### config.mk
export PLATFORM = sky130hd
export DESIGN_NAME = pc_gen_flat
export DESIGN_NICKNAME = d
export VERILOG_FILES = /design/src/rtl/pc_gen_if.sv /design/src/rtl/pc_gen.sv /design/src/flat_wrapper.sv
export SDC_FILE = /design/constraint.sdc
export NUM_CORES = 1
export LEC_CHECK = 0
export ABC_AREA = 0
export BUFFER_PORTS_ARGS = -buffer_cell sky130_fd_sc_hd__clkbuf_2
export CAP_MARGIN = 5
export CORE_ASPECT_RATIO = 0.75
export CORE_MARGIN = 2
export CORE_UTILIZATION = 46
export DETAILED_ROUTE_END_ITERATION = 12
export PLACE_DENSITY = 0.77
export SETUP_SLACK_MARGIN = 0.2
export SLEW_MARGIN = 10
export SYNTH_ARGS = -nofsm -noshare
export SYNTH_HDL_FRONTEND = slang
export SYNTH_SLANG_ARGS = --single-unit
### constraint.sdc
create_clock -name clk -period 2.2 [get_ports clk]
set_input_delay 0.22 -clock clk [delete_from_list [all_inputs] [get_ports clk]]
set_output_delay 0.22 -clock clk [all_outputs]
set_load 0.01 [all_outputs]
### src/rtl/pc_gen_if.sv
// rtl/pc_gen_if.sv - redirect/stall controls in, registered fetch PC and flags out
interface pc_gen_if;
  logic        stall;
  logic        flush;
  logic [31:0] flush_pc;
  logic        branch_valid;
  logic [31:0] branch_target;
  logic [31:0] pre_pc;
  logic [31:0] pre_exception_type;
  logic        redirect_pending;

  modport master (
    input  stall, flush, flush_pc, branch_valid, branch_target,
    output pre_pc, pre_exception_type, redirect_pending
  );

  modport slave (
    output stall, flush, flush_pc, branch_valid, branch_target,
    input  pre_pc, pre_exception_type, redirect_pending
  );
endinterface

### src/rtl/pc_gen.sv
// rtl/pc_gen.sv - pre-IF program counter: sequential advance, branch/flush redirects,
// stall-time branch capture and fetch address error flagging
module pc_gen #(
  parameter logic [31:0] RESET_PC = 32'hBFC00000,
  parameter int          ADEL_BIT = 0
) (
  input  logic      clk,
  input  logic      rst,
  pc_gen_if.master  bus
);

  typedef enum logic {NORMAL, PEND_BR} state_t;

  state_t      state_q, state_d;
  logic [31:0] pc_q, pc_d;
  logic [31:0] exc_q, exc_d;
  logic [31:0] pend_q, pend_d;
  logic        load_pc;

  always_ff @(posedge clk) begin
    if (rst) begin
      state_q <= NORMAL;
      pc_q    <= RESET_PC;
      exc_q   <= '0;
      pend_q  <= '0;
    end else begin
      state_q <= state_d;
      pc_q    <= pc_d;
      exc_q   <= exc_d;
      pend_q  <= pend_d;
    end
  end

  // Priority: flush > stall > fresh branch > pending branch > sequential.
  always_comb begin
    state_d = state_q;
    pc_d    = pc_q;
    pend_d  = pend_q;
    load_pc = 1'b0;
    if (bus.flush) begin
      pc_d    = bus.flush_pc;
      state_d = NORMAL;
      pend_d  = '0;
      load_pc = 1'b1;
    end else if (bus.stall) begin
      if (bus.branch_valid) begin
        pend_d  = bus.branch_target;
        state_d = PEND_BR;
      end
    end else if (bus.branch_valid) begin
      pc_d    = bus.branch_target;
      state_d = NORMAL;
      load_pc = 1'b1;
    end else if (state_q == PEND_BR) begin
      pc_d    = pend_q;
      state_d = NORMAL;
      load_pc = 1'b1;
    end else begin
      pc_d    = pc_q + 32'd4;
      load_pc = 1'b1;
    end
  end

  // Flags are reloaded together with the PC so they always describe pre_pc.
  always_comb begin
    exc_d = exc_q;
    if (load_pc) begin
      exc_d           = '0;
      exc_d[ADEL_BIT] = (pc_d[1:0] != 2'b00);
    end
  end

  assign bus.pre_pc             = pc_q;
  assign bus.pre_exception_type = exc_q;
  assign bus.redirect_pending   = (state_q == PEND_BR);

endmodule

### src/flat_wrapper.sv
// flat-port wrapper written by rule: the top's interface ports become plain ports
module pc_gen_flat 
#(
  parameter logic [31:0] RESET_PC = 32'hBFC00000,
  parameter int          ADEL_BIT = 0
)
  (clk, rst, bus_stall, bus_flush, bus_flush_pc, bus_branch_valid, bus_branch_target, bus_pre_pc, bus_pre_exception_type, bus_redirect_pending);
  pc_gen_if bus_i ();
  input  logic clk;
  input  logic rst;
  input wire logic [$bits(bus_i.stall)-1:0] bus_stall;
  input wire logic [$bits(bus_i.flush)-1:0] bus_flush;
  input wire logic [$bits(bus_i.flush_pc)-1:0] bus_flush_pc;
  input wire logic [$bits(bus_i.branch_valid)-1:0] bus_branch_valid;
  input wire logic [$bits(bus_i.branch_target)-1:0] bus_branch_target;
  output wire logic [$bits(bus_i.pre_pc)-1:0] bus_pre_pc;
  output wire logic [$bits(bus_i.pre_exception_type)-1:0] bus_pre_exception_type;
  output wire logic [$bits(bus_i.redirect_pending)-1:0] bus_redirect_pending;
  assign bus_i.stall = bus_stall;
  assign bus_i.flush = bus_flush;
  assign bus_i.flush_pc = bus_flush_pc;
  assign bus_i.branch_valid = bus_branch_valid;
  assign bus_i.branch_target = bus_branch_target;
  assign bus_pre_pc = bus_i.pre_pc;
  assign bus_pre_exception_type = bus_i.pre_exception_type;
  assign bus_redirect_pending = bus_i.redirect_pending;
  pc_gen #(.RESET_PC(RESET_PC), .ADEL_BIT(ADEL_BIT)) u_core (.clk(clk), .rst(rst), .bus(bus_i));
endmodule
* Word-level counts from Yosys, hierarchy flattened *
Index checks and enable logic that the tools add are counted.

word-level totals
  RAM bits = 0
  output and inout bits = 65
  bits in read-only memories = 0
  logic and storage cells = 18
  bits in registers = 66
  input port bits = 69
  latch bits = 0
  memories kept = 0

operators by class
  bitwise operators = 1
  shifts and indexed selects = 0
  $lt $le $gt $ge = 0
  divide/modulo/power cells = 0
  eq/ne operators = 1
  multiplexer cells = 6
  add/sub/neg operators = 1
  multipliers = 0
  reduce and logical (&&, ||, !) cells = 4

operators with widths
  cell                                            count
  two-way mux 32 bit                              4
  adder 32 x 3 -> 32 bit (second input constant)  1
  OR reduction 3 bit                              1
  two-way mux 1 bit                               2
  != test 2 x 1 -> 1 bit (second input constant)  1
  AND reduction 2 bit                             1
  nonzero test 2 bit                              1
  OR reduction 2 bit                              1
  inverter 1 bit                                  1

* Depth between registers and ports, before layout *
Gate-level depths: netlist of the first run.

  word-level depth = 6
  mapped depth = 7
  gate-level depth less buffers = 6

* Worst setup path after synthesis of the first run *
No wires, ideal clock.

  path kind = flip-flop to flip-flop
  start point = register u_core.pc_q[2] (netlist: u_core.bus.pre_pc[2])
  end point = register u_core.pc_q[20] (netlist: u_core.bus.pre_pc[20])
  clock period less this slack = 2212 ps
  arrival time = 2137 ps
  data required time = 2126 ps
  path slack = -12 ps
  path buffers = 0
  stages on the path, launching flop included = 7
  setup time = 74 ps
  path through = dfxtp_1 ha_1 nand4_2 or4_4 or3_1 a211o_1 a31oi_1

between the ends
  longest elaborated chain between the ends = 5

ends and longest elaborated chain
  item                    RTL line      RTL
  from (decl)             pc_gen.sv:15  logic [31:0] pc_q, pc_d;
  from (signal assigned)  pc_gen.sv:28  pc_q <= pc_d;
  adder 32 x 3 -> 32 bit  pc_gen.sv:59  pc_d = pc_q + 32'd4;
  two-way mux 32 bit      pc_gen.sv:54  end else if (state_q == PEND_BR) begin
  two-way mux 32 bit      pc_gen.sv:50  end else if (bus.branch_valid) begin
  two-way mux 32 bit      pc_gen.sv:45  end else if (bus.stall) begin
  two-way mux 32 bit      pc_gen.sv:40  if (bus.flush) begin

No other way between the ends. The select of a mux whose other input is x is not followed.
A chain may end at the register's enable or synchronous reset.

* Final worst setup path of the first run *
Ends and elaborated chain as after synthesis.

==> results of run 1 <==
[worst min path at each step]
stage / start / endpoint / slack [ns] / depth (start not counted)
4_1_cts: bus_branch_target[29] / u_core.pend_q[29] / 0.11 / 3
6_report: bus_flush_pc[4] / u_core.bus.pre_pc[4] / 0.11 / 3
5_1_grt: bus_branch_target[26] / u_core.pend_q[26] / 0.12 / 3
2_1_floorplan: bus_flush_pc[22] / u_core.bus.pre_pc[22] / 0.35 / 1
3_5_place_dp: u_core.pend_q[14] / u_core.pend_q[14] / 0.44 / 2
3_3_place_gp: u_core.pend_q[14] / u_core.pend_q[14] / 0.44 / 2
[power groups by stage]
stage                     sequential [mW]  clock, mW  combinational, mW
final                                1.33       1.48              0.593
after global routing                 1.34       1.54              0.642
after CTS                            1.33       1.48              0.577
after detailed placement             1.35          0              0.565
after global placement               1.35          0              0.556
after floorplan                      1.36          0              0.350
[area by class of cell]
type                       count  area (um^2)
tap                          108          135
fill                         775         3450
inverter                      10         37.5
clock buffer                   9          225
timing repair buffer         134          763
sequential                    66         1330
multi-input combinational    409         2370
clock inverter                 7         76.3
[what timing repair did]
action,CTS,global route
endpoints found under the setup margin,5,9
setup buffers,6,1
pin swaps,4,5
gates resized for setup,0,9
[layout by cell type (no fill, tap or decap), drive strengths merged, types with 12 or more instances in the layout]
cell type | netlist | final
nand3 | 13 | 13
buf | 39 | 32
clkbuf | 32 | 111
dfxtp | 66 | 66
nor2 | 24 | 24
nor3 | 14 | 14
a21oi | 66 | 66
conb | 1 | 31
o21ai | 24 | 24
nand2 | 86 | 86
inv | 9 | 12
nand4 | 13 | 13
[layer usage]
layer / part of all wire, % / vias to the layer above / track usage [%] / wire length (um)
li1: - / 2059 / - / -
met1: 43 / 2096 / 39.7 / 5740
met2: 44 / 278 / 41.4 / 5820
met3: 11 / 30 / 6.50 / 1450
met4: 2.1 / 0 / 8.86 / 284
met5: 0 / - / 0 / 0
[critical path, cell delays in order (launching register included)]
cell	delay [ns]
dfxtp_4	0.36
ha_4	0.15
nand4_4	0.07
or4_4	0.59
or3_1	0.37
a211o_1	0.26
a31oi_1	0.13
[registers in the layout, summed over array words and instances, names as in the netlist]
name,flops
u_core.bus.pre_exception_type,1
u_core.bus.pre_pc,32
u_core.bus.redirect_pending,1
u_core.pend_q,32
[cells by family (layout without fill, tap and decap cells)]
| group | count (synthesis) | in the layout | synth area share (%) |
|---|---|---|---|
| muxes | 7 | 7 | 1.87 |
| buffers and inverters | 81 | 160 | 10.8 |
| AOI/OAI and AO/OA | 169 | 169 | 27.3 |
| xor gates and xnor gates | 15 | 15 | 3.33 |
| DFF | 66 | 66 | 33.5 |
| adders and majority gates | 1 | 1 | 0.318 |
| other | 1 | 31 | 0.0952 |
| and+or+nand+nor | 186 | 186 | 22.7 |
==> out/results.tsv, run 1 <==
metric	value	unit
outcome	completed	
1st-iter DRT viols	502	
drt pass-1 iters	5	
Final Net Count	700	
reg-to-reg startpoint	u_core.bus.pre_pc[2]	
ys flop type	dfxtp_1	
clock power share	43.4	%
Rel. slew slack	51.6	%
Final HPWL DP	9.57	mm
largest cells by area after synthesis	dfxtp_1, a21oi_1, nand2_1	
Core ar.	8380	um^2
sequential area share after synthesis	33.5	%
Boundary Pins	134	
Sw Share	30.1	%
Die H	84.2	um
clk sinks	66	
die area	9330	um^2
first-pass GRT wire length	20.6	mm
startpoint types	flip-flop	
Critical path origin	u_core.bus.pre_pc[2]	
Final Max Tran Viols	0	
placed inst area	4540	um^2
Yosys top cell area share	33.5	%
synthesized flop and latch total	66	
clk_skew	0.00569	ns
Synth area leader	dfxtp_1	
design area	4940	um^2
Max rail drop VDD	0.357	mV
area grow syn2layout	25.3	%
vias in the first global route	3896	
Max Cap Violations	0	
netlist area before placement	3940	um^2
DR WL/cell	17.9	um
setup TNS	0	ns
IO Port Bufs	102	
Setup Crit Path Kind	reg2reg	
grt ovf	0	
CTS buffer count	9	
EDFF count, synth	0	
largest net degree at the start of global routing	36	
Pwr Density	689	nW/um^2
mean area per synthesized cell	7.49	um^2
Reg power frac	39.1	%
Worst Hold Slack	0.105	ns
WL final	13.3	mm
CP Capture Type	flip-flop	
Root Driver	clkbuf_16	
# DRC	0	
post-DR vias/cell	6.01	
clock buffer depth	2	
antenna violations before repair	0	
clock slew at reported path FFs	0.06	ns
Vias	4463	
most common cell in the netlist	nand2_1	
final setup fails	0	
cell count after placement	720	
combinational power share	17.4	%
FF-to-FF setup slack	0.21	ns
synth warn	0	
worst reg2reg endpoint	u_core.bus.pre_pc[20]	
ant diodes	0	
GP Congestion	1.01	
power consumption	3.40	mW
Post-Layout Cell Count	743	
H-tree depth	3	
Period Utilization, post-route	90.6	%
# rows	29	
crit path to	u_core.bus.pre_pc[20]	
Fin. Hold Viols	0	
worst-case reg-to-reg path depth	6	
pre-CTS WS	0.0504	ns
Gate Count Post-Synth	526	
Initial Util	47.0	%
RSZ-0062 raised after global routing	yes	
FMAX	0.502	GHz
fraction of final layout cells sized beyond drive strength 1	27.6	%
final setup margin	0.206	ns
internal power	2.38	mW
Hold Path Class	in2reg	
Hold Buf Count CTS	0	
CTS tree	done	
Yosys cell types	53	
Psw	1.02	mW
LEAKAGE	2.03	nW
Total Routing Usage GR	27.7	%
async set-or-reset flop fraction in the synthesized netlist	0	%
worst skew pair latency	0.34	ns
worst slew pin tran	0.727	ns
Crit Path Max Fanout	8	
fin crit period	1.99	ns
remaining antenna violation count after routing	0	
Crit path arrival time	2.26	ns
ranking of synthesized cells by instance count	nand2_1, a21oi_1, dfxtp_1, buf_4, clkbuf_1	
Die Wd	111	um
Layout Utilization	58.9	%
WP data required	2.47	ns
(Power assumes the default switching activity.)
==> inputs of run 2 (changes only) <==
--- a/config.mk
+++ b/config.mk
@@ -8,7 +8,6 @@
 export ABC_AREA = 0
 export BUFFER_PORTS_ARGS = -buffer_cell sky130_fd_sc_hd__clkbuf_2
 export CAP_MARGIN = 5
-export CORE_ASPECT_RATIO = 0.75
 export CORE_MARGIN = 2
 export CORE_UTILIZATION = 46
 export DETAILED_ROUTE_END_ITERATION = 12
==> run 2 against run 1 <==
Utilization grew 0.26 points. Sequential cell count unchanged. First-iteration DRC count fell by 30%. Design area down 1.0%. Fmax shrank 4.3%. Wire length is 0.50% lower. Highest routed layer unchanged.
==> out/results.tsv, run 2 (synthesis results as in run 1) <==
metric	value	unit	change
outcome	completed		
Initial Util	47.7	%	+0.71 points
Final HPWL DP	9.25	mm	-3.3%
clk sinks	66		unchanged
Pwr Density	616	nW/um^2	-11%
clock buffer depth	2		unchanged
antenna violations before repair	0		unchanged
Vias	4582		+2.7%
Crit path arrival time	2.39	ns	+0.13 ns
final setup fails	0		unchanged
CP Capture Type	flip-flop		
WL final	13.2	mm	-0.50%
power consumption	3.01	mW	-12%
Setup Crit Path Kind	reg2reg		
Root Driver	clkbuf_8		
clock slew at reported path FFs	0.08	ns	+0.02 ns
die area	9320	um^2	about the same
drt pass-1 iters	5		unchanged
# rows	33		+14%
first-pass GRT wire length	19.9	mm	-3.7%
leading cell types in the layout, fill and taps excluded	clkbuf_2, nand2_1, a21oi_1		
CTS buffer count	9		unchanged
1st-iter DRT viols	350		-30%
Max Cap Violations	0		unchanged
Hold Path Class	in2reg		
design area	4880	um^2	-1.0%
Layout Utilization	59.2	%	+0.26 points
Die H	96.6	um	+15%
WP data required	2.50	ns	+0.03 ns
Final Max Tran Viols	0		unchanged
LEAKAGE	2.01	nW	-1.1%
Die Wd	96.6	um	-13%
DR WL/cell	17.8	um	-0.64%
largest net degree at the start of global routing	39		+8.3%
setup TNS	0	ns	unchanged
H-tree depth	3		unchanged
grt ovf	0		unchanged
startpoint types	flip-flop		
Boundary Pins	134		unchanged
Max rail drop VDD	0.371	mV	+3.8%
clk_skew	0.00835	ns	+0.00266 ns
most common cell after layout, fill and taps aside	clkbuf_2		
Post-Layout Cell Count	744		+0.13%
ant diodes	0		unchanged
# DRC	0		unchanged
post-DR vias/cell	6.16		+2.5%
area grow syn2layout	24.0	%	
fin crit period	2.08	ns	+0.0898 ns
Period Utilization, post-route	94.7	%	+4.1 points
Final Net Count	705		+0.71%
fraction of final layout cells sized beyond drive strength 1	29.0	%	+1.4 points
GP Congestion	0.935		-7.1%
RSZ-0062 raised after global routing	yes		
Rel. slew slack	54.4	%	+2.8 points
IO Port Bufs	102		unchanged
remaining antenna violation count after routing	0		unchanged
Crit Path Max Fanout	4		-4
placed inst area	4530	um^2	-0.25%
worst slew pin tran	0.685	ns	-0.0419 ns
FMAX	0.480	GHz	-4.3%
cell count after placement	716		-0.56%
Total Routing Usage GR	28.0	%	+0.25 points
vias in the first global route	3957		+1.6%
Core ar.	8260	um^2	-1.5%
CTS tree	done		
worst skew pair latency	0.35	ns	about the same
Fin. Hold Viols	0		unchanged
==> run 2: cell count changes in the layout (fill, tap and decap cells not counted), sizes merged <==
| cell | previous run | this run |
|---|---|---|
| inv | 12 | 9 |
| clkinvlp | 2 | 0 |
| buf | 32 | 36 |
| or4 | 3 | 4 |
| clkbuf | 111 | 115 |
==> run 2: layer usage <==
layer  track usage (%)  vias to the layer above  part of all wire, %
met5                 0                        -                    0
met4              12.6                        0                  2.7
met3              4.58                       47                   11
met2              42.0                      320                   46
met1              39.3                     2136                   41
li1                  -                     2079                    -
==> run 2: critical path: stages (launching register included) <==
cell	delay, ns
dfxtp_4	0.36
nand4_1	0.25
buf_4	0.24
or4_4	0.53
or4_4	0.43
a21oi_2	0.12
or2_2	0.11
==> run 2: path summary, 6_finish.rpt <==
check                           cells past startpoint                    end  slack [ns]                   from
worst min register to register                      2       u_core.pend_q[7]        0.46       u_core.pend_q[7]
worst min-delay path                                2  u_core.bus.pre_pc[22]        0.09       bus_flush_pc[22]
worst max-delay path                                6  u_core.bus.pre_pc[24]        0.12  u_core.bus.pre_pc[13]
worst max register to register                      6  u_core.bus.pre_pc[24]        0.12  u_core.bus.pre_pc[13]
==> run 2: stage by stage <==
step | setup slack (ns) | hold WS [ns]
2_1_floorplan | 0.223 | 0.349
3_3_place_gp | 0.103 | 0.440
3_5_place_dp | 0.0494 | 0.446
4_1_cts | 0.180 | 0.0892
5_1_grt | 0.0763 | 0.0853
6_report | 0.116 | 0.0855
==> run 2: final cells by class <==
class	instances	area, um^2
Clock buffer	13	169
Multi-Input combinational cell	410	2370
Clock inverter	2	35.0
Tap cell	105	131
Inverter	10	37.5
Sequential cell	66	1340
Timing Repair Buffer	138	793
Fill cell	762	3370
==> run 2: repair_timing <==
| action | in CTS | in global routing |
|---|---|---|
| hold buffers | 0 | 0 |
| pin swaps | 3 | 8 |
| setup buffers | 7 | 5 |
| gates cloned | 1 | 0 |
| resized for setup | 2 | 18 |
| endpoints found under the setup margin | 5 | 12 |
==> run 2: where the power goes <==
group | switching (mW) | total [mW] | internal [mW]
sequential | 0.0705 | 1.33 | 1.26
combinational | 0.356 | 0.595 | 0.239
clock | 0.478 | 1.09 | 0.609
total | 0.905 | 3.01 | 2.10
